**config.mk**
```make
export PLATFORM = sky130hd
export DESIGN_NAME = serial_rx_deserializer
export DESIGN_NICKNAME = d
export VERILOG_FILES = /design/src/rtl/serial_rx_deserializer.sv
export SDC_FILE = /design/constraint.sdc
export NUM_CORES = 1
export LEC_CHECK = 0
export CAP_MARGIN = 20
export CORE_AREA = 2 2 55 57
export DETAILED_ROUTE_END_ITERATION = 10
export DIE_AREA = 0 0 57 59
export HOLD_SLACK_MARGIN = 0.12
export PLACE_DENSITY = 0.78
export SYNTH_ARGS = -nofsm -noshare
export SYNTH_HDL_FRONTEND = slang
export SYNTH_SLANG_ARGS = --single-unit
```
**constraint.sdc**
```tcl
create_clock -name clk -period 2.08 [get_ports clk]
set_clock_uncertainty 0.05 [all_clocks]
set_input_delay 0.416 -clock clk [delete_from_list [all_inputs] [get_ports clk]]
set_output_delay 0.416 -clock clk [all_outputs]
set_load 0.02 [all_outputs]
```
**src/rtl/serial_rx_deserializer.sv**
```systemverilog
// Serial receiver: rebuilds four WIDTH-bit words (A-D) from an LSB-first bit
// stream framed by a one-cycle rx_start strobe; pulses received_n when done.
module serial_rx_deserializer #(
    parameter int WIDTH = 4
) (
    input  logic                       clk,
    input  logic                       clr_n,
    input  logic                       rx_start,
    input  logic                       data,
    output logic [WIDTH-1:0]           outA,
    output logic [WIDTH-1:0]           outB,
    output logic [WIDTH-1:0]           outC,
    output logic [WIDTH-1:0]           outD,
    output logic [$clog2(WIDTH)-1:0]   QbitRX,
    output logic [1:0]                 QwrdRX,
    output logic                       received_n,
    output logic                       busy,
    output logic                       err
);

    localparam int BW = $clog2(WIDTH);
    localparam logic [BW-1:0] LAST_BIT = BW'(WIDTH - 1);

    typedef enum logic [1:0] {
        IDLE,
        RECV,
        DONE
    } state_e;

    state_e             state_q, state_d;
    logic [WIDTH-1:0]   shift_q, shift_d;
    logic [BW-1:0]      qbit_q, qbit_d;
    logic [1:0]         qwrd_q, qwrd_d;
    logic               err_q, err_d;
    logic [WIDTH-1:0]   out_q [4];
    logic [WIDTH-1:0]   out_d [4];
    logic [WIDTH-1:0]   word_w;

    always_ff @(posedge clk or negedge clr_n) begin
        if (!clr_n) begin
            state_q <= IDLE;
            shift_q <= '0;
            qbit_q  <= '0;
            qwrd_q  <= '0;
            err_q   <= 1'b0;
            for (int unsigned i = 0; i < 4; i++) begin
                out_q[i] <= '0;
            end
        end else begin
            state_q <= state_d;
            shift_q <= shift_d;
            qbit_q  <= qbit_d;
            qwrd_q  <= qwrd_d;
            err_q   <= err_d;
            out_q   <= out_d;
        end
    end

    always_comb begin
        state_d = state_q;
        unique case (state_q)
            IDLE: if (rx_start) state_d = RECV;
            RECV: if (!rx_start && qbit_q == LAST_BIT && qwrd_q == 2'd3) state_d = DONE;
            DONE: state_d = rx_start ? RECV : IDLE;
            default: state_d = IDLE;
        endcase
    end

    // rx_start wins over a word completion on the same edge: an aborted frame never writes.
    always_comb begin
        shift_d = shift_q;
        qbit_d  = qbit_q;
        qwrd_d  = qwrd_q;
        err_d   = 1'b0;
        out_d   = out_q;
        word_w  = shift_q;
        word_w[qbit_q] = data;
        if (rx_start) begin
            shift_d    = '0;
            shift_d[0] = data;
            qbit_d     = BW'(1);
            qwrd_d     = 2'd0;
            err_d      = (state_q == RECV);
        end else if (state_q == RECV) begin
            shift_d = word_w;
            if (qbit_q == LAST_BIT) begin
                out_d[qwrd_q] = word_w;
                qbit_d        = '0;
                qwrd_d        = qwrd_q + 2'd1;
            end else begin
                qbit_d = qbit_q + BW'(1);
            end
        end
    end

    always_comb begin
        busy       = (state_q != IDLE);
        received_n = (state_q != DONE);
        err        = err_q;
        QbitRX     = qbit_q;
        QwrdRX     = qwrd_q;
        outA       = out_q[0];
        outB       = out_q[1];
        outC       = out_q[2];
        outD       = out_q[3];
    end

endmodule

```
==> After elaboration in Yosys (flattened, before gate mapping) <==
Index checks and enable logic that the tools add are counted.
{ "word_totals": {"ff_bits": 27, "in_bits": 4} }
{ "classes": {"mux": 19, "order_cmp": 4, "n_reduce_logical": 12, "bitwise_logic": 2, "n_addsub": 2, "n_eq_ne": 7} }
{ "op_table": {"columns": ["cell", "count"], "rows": [
  ["bitwise mux 16 bit", 1],
  ["two-way mux 2 bit", 8],
  ["two-way mux 4 bit", 3],
  ["demux 4 bit (select 2 bit)", 1],
  ["equality test 2 bit (second input constant)", 3],
  ["inequality test 2 bit (second input constant)", 3],
  ["case mux 2 bit (3 select lines)", 1],
  ["nonzero test 2 bit", 3],
  ["adder 2 x 1 -> 2 bit (second input constant)", 2],
  ["bitwise mux 4 bit", 1],
  ["logical AND 1 bit", 4],
  ["AND reduction 2 bit", 2],
  ["greater-or-equal comparator 3 bit (second input constant)", 1],
  ["< comparator 2 x 3 -> 1 bit (second input constant)", 1],
  ["< comparator 3 x 1 -> 1 bit (second input constant)", 1],
  ["two-way mux 1 bit", 3],
  ["inverter 2 -> 3 bit", 1],
  ["AND reduction 3 bit", 1],
  ["demux 1 bit (select 2 bit)", 1],
  ["equality test 2 x 1 -> 1 bit (second input constant)", 1],
  ["greater-or-equal comparator 2 x 1 -> 1 bit (second input constant)", 1],
  ["logical NOT 2 bit", 1],
  ["logical NOT 1 bit", 1],
  ["inverter 1 bit", 1]
]} }

==> Depth between registers and ports, before layout <==
{ "logic_depth": {"word_depth": 7, "mapped_depth": 5, "mapped_depth_nobuf": 5} }

==> Least setup slack after synthesis <==
Ideal clock, no wire load.
{ "synth_path": {"path_type": "reg-to-reg", "from": "reg qbit_q[0] (netlist: QbitRX[0])", "to": "reg out_q, in the netlist outD[0]", "required_ps": 1905, "slack_ps": 417, "arrival_ps": 1488, "n_path_buf": 0, "path_stages_with_launch": 5, "cell_sequence": "dfrtp_1 > ha_1 > and4bb_4 > nand2_4 > mux2_4"} }
{ "synth_via": {"elab_chain_cells": 6} }
{ "synth_lines": {"columns": ["element", "line_no", "text"], "rows": [
  ["start, declared", "32", "logic [BW-1:0] qbit_q, qbit_d;"],
  ["start signal, assigned", "52", "qbit_q <= qbit_d;"],
  ["< comparator 2 x 3 -> 1 bit (implied by the code) / greater-or-equal comparator 2 x 1 -> 1 bit (equally long branches)", "77", "word_w[qbit_q] = data;"],
  ["logical AND 1 bit (implied by the code)", "77", null],
  ["two-way mux 1 bit (implied by the code)", "77", null],
  ["demux 1 bit (select 2 bit)", "77", null],
  ["bitwise mux 4 bit", "77", null],
  ["bitwise mux 16 bit", "87", "out_d[qwrd_q] = word_w;"],
  ["end signal, assigned", "55", "out_q <= out_d;"],
  ["end, declared", "35", "logic [WIDTH-1:0] out_q [4];"]
]} }
Several ways; a longest one is shown, not always the timed one.
A chain may end at the register's enable or synchronous reset.

==> Worst setup path after layout <==
{ "layout_path": {"from": "reg state_q[0]", "to": "out received_n"} }
{ "layout_via": {"elab_chain_cells": 1} }
{ "layout_lines": {"columns": ["element", "line_no", "text"], "rows": [
  ["start, declared", "30", "state_e state_q, state_d;"],
  ["start signal, assigned", "50", "state_q <= state_d;"],
  ["inequality test 2 bit", "98", "received_n = (state_q != DONE);"],
  ["end, declared", "16", "output logic received_n,"]
]} }
No other way between the ends.

==> out/metrics.cfg <==
[status]
outcome = completed

[logic_synthesis]
synth_cell_types = 21
ys.warnings.count = 0
yosysSeqAreaShare_pct = 51.48
synth_cells = 92
avgSynthCellArea_um2 = 14.27
syn_nets = 104
syn_area_um2 = 1313
synth-seq-cells = 27

[final_layout]
nNetsFinal = 136
drive_gt1_share_pct = 27.64
fin_util_pct = 60.99
regArea_um2 = 675.6
fill_cells = 214
design_area_um2 = 1653
syn2layout_area_growth_pct = 25.93
multiInputGateArea_um2 = 606.8
num_antenna_cells = 0

[floorplanning]
die_w_um = 57
fp.dieArea_um2 = 3363
num_rows = 19
start_util_pct = 48.43
fp.dieH_um = 59
core_area_um2 = 2710
ios = 27

[setup_path]
rrSetupSlack_ps = 380
critical_path_class = reg2out
critPathSlowestCell = clkdlybuf4s50_1
required_ps = 1610
start_kind = flip-flop
reg2reg_from = QbitRX[0]
crit_family = buffers and inverters
reg2regPathDepth = 4
critPathMaxStageDelay_ps = 530
cp-end-kind = primary output
crit_arrival_ps = 1540
crit_fanout = 7
rr_endpoint = outD[1]
crit_path_cell_trace = or2b_1, clkdlybuf4s50_1
crit_buf_inv = 1

[clock_tree]
cts.clk_slew.worst_paths_ps = 150
cts_buffer_depth = 2
holdBufCountCts = 0
postCtsSetupRepairBufs = 0
cts-root-buf = clkbuf_4
cts_buffers = 3
cts_tree = done
clk_latency_ps = 330
cts_htree_levels = 1
cts.sinks = 27

[sta]
rsz0062_at_grt = false
maxSlewHeadroom_pct = 77.53
final-max-slew-violation-count = 0
setup_ws_ps = 70.54
fin_tns_setup_ps = 0
post-route-period-util_pct = 96.61
fin_crit_ps = 2009
hold_viol = 0
fmax_ghz = 0.4976
setup_viol = 0
worst_pin_slew_ps = 337.0

[drt]
post_drt_wl_per_cell_um = 14.90
drc = 0
drt_iter0_markers = 7
vias = 781
first_pass_iters = 2
wl_mm = 2.295
route.detailed.vias_per_inst = 5.071
ant_nets = 0

[power_and_ir_drop]
powerDensity_nw_per_um2 = 809.8
seqPwrFrac_pct = 49.2
peakVddDrop_mv = 0.8465
p_total_mw = 1.339
clkPwrFrac_pct = 16.6
swShare_pct = 30.63
combPwrFrac_pct = 34.2
switching_power_mw = 0.4099
internal_power_mw = 0.9286
power.leakage_nw = 0.8651

[placed_design]
place_area_um2 = 1623
port_buffers = 26
place_ws_ps = 234.1
hpwl_mm = 1.671
gp_congestion = 0.6852

[min_path]
hold_class = in2async

[global_route]
first_global_vias = 815
grt_max_degree = 28
antenna_found_initial = 0
gr-total-overflow = 0
grt.total_usage_pct = 15.16
grt_pass1_wl_mm = 3.891

[job]
max_cap_violations = 0

==> sequential cells by signal, indices dropped and copies added (netlist names) <==
| register | count |
|---|---|
| QbitRX | 2 |
| QwrdRX | 2 |
| err | 1 |
| outA | 4 |
| outB | 4 |
| outC | 4 |
| outD | 4 |
| shift_q | 4 |
| state_q | 2 |
==> Yosys cell counts <==
library cell / number / area, µm²
a21oi_1: 4 / 20.02
mux2i_1: 4 / 40.04
and4bb_4: 1 / 16.27
buf_4: 1 / 7.510
clkbuf_1: 1 / 3.750
nand3_1: 1 / 5.000
nand3b_1: 1 / 7.510
and2_1: 1 / 6.260
nor2_1: 5 / 18.77
nand2b_1: 1 / 6.260
or2b_1: 1 / 7.510
nand2_4: 4 / 45.04
or2_2: 1 / 6.260
dfrtp_1: 27 / 675.7
nand2_1: 2 / 7.510
mux2_4: 16 / 240.2
xnor2_1: 2 / 17.52
inv_1: 5 / 18.77
ha_1: 8 / 100.1
mux2_2: 5 / 56.30
nor2b_1: 1 / 6.260
==> placed cells by master, fill, tap and decap left out, types with 2 or more instances in the layout <==
master           Yosys  layout
buf_4                1       3
xnor2_1              2       2
inv_1                5       5
mux2_2               5       5
dfrtp_1             27      27
mux2_4              16      16
clkdlybuf4s50_1      0      25
mux2i_1              4       4
nor2_1               5       5
a21oi_1              4       4
ha_1                 8       8
nand2_4              4       4
nand2_1              2       2
clkbuf_4             0       3
==> metrics by stage <==
stage	instances	hold slack (ps)
5_1_grt	154	391.0
3_3_place_gp	150	435.8
3_5_place_dp	150	444.5
2_1_floorplan	92	70.41
4_1_cts	154	390.2
6_report	154	385.8
==> cell families after synthesis <==
family	share of synthesized area [%]
AO/OA/AOI/OAI	1.525
XOR/XNOR	1.335
adder cells (fa/ha/maj)	7.627
buffers and inverters	2.288
flip-flops	51.48
multiplexers	25.64
AND/OR/NAND/NOR	10.11
==> area by class of cell <==
cell class	instances	share of cell area, %
Tap cell	31	2.347
Inverter	5	1.136
Timing Repair Buffer	29	17.26
Clock inverter	1	0.3028
Sequential cell	27	40.88
Clock buffer	3	1.363
Multi-Input combinational cell	58	36.71
==> per-layer routing <==
layer / track usage, % / routed length, µm
met1: 20.25 / 1039
met2: 25.12 / 1136
met3: 4.803 / 106
met4: 1.993 / 13
met5: 0 / 0
==> worst reg2reg max path, stage by stage (launching register included) <==
cell	delay, ps
dfrtp_1	460
ha_1	300
and4bb_4	370
nand2_4	110
mux2_4	310
==> worst max-delay path by stage <==
stage	start	to	slack [ps]	depth (start not counted)
final	state_q[0]	received_n	70	2
after global routing	state_q[0]	received_n	5	2
after CTS	state_q[0]	busy	0.4	2
after detailed placement	rx_start	outD[0]	230	4
after global placement	rx_start	outD[3]	250	4
after floorplan	QbitRX[0]	outD[0]	420	4
==> power groups by stage <==
stage          clock [mW]  sequential [mW]  combinational, mW
5_1_grt             0.257            0.669              0.486
3_5_place_dp            0            0.668              0.462
2_1_floorplan           0            0.749              0.178
6_report            0.222            0.659              0.457
4_1_cts             0.234            0.659              0.463
3_3_place_gp            0            0.664              0.454
==> repair_timing <==
item | CTS | global route
resized for setup | 0 | 1
hold endpoints to repair | 0 | 0
endpoints found under the setup margin | 0 | 1
No activity file was read; power rests on OpenSTA's default activity.
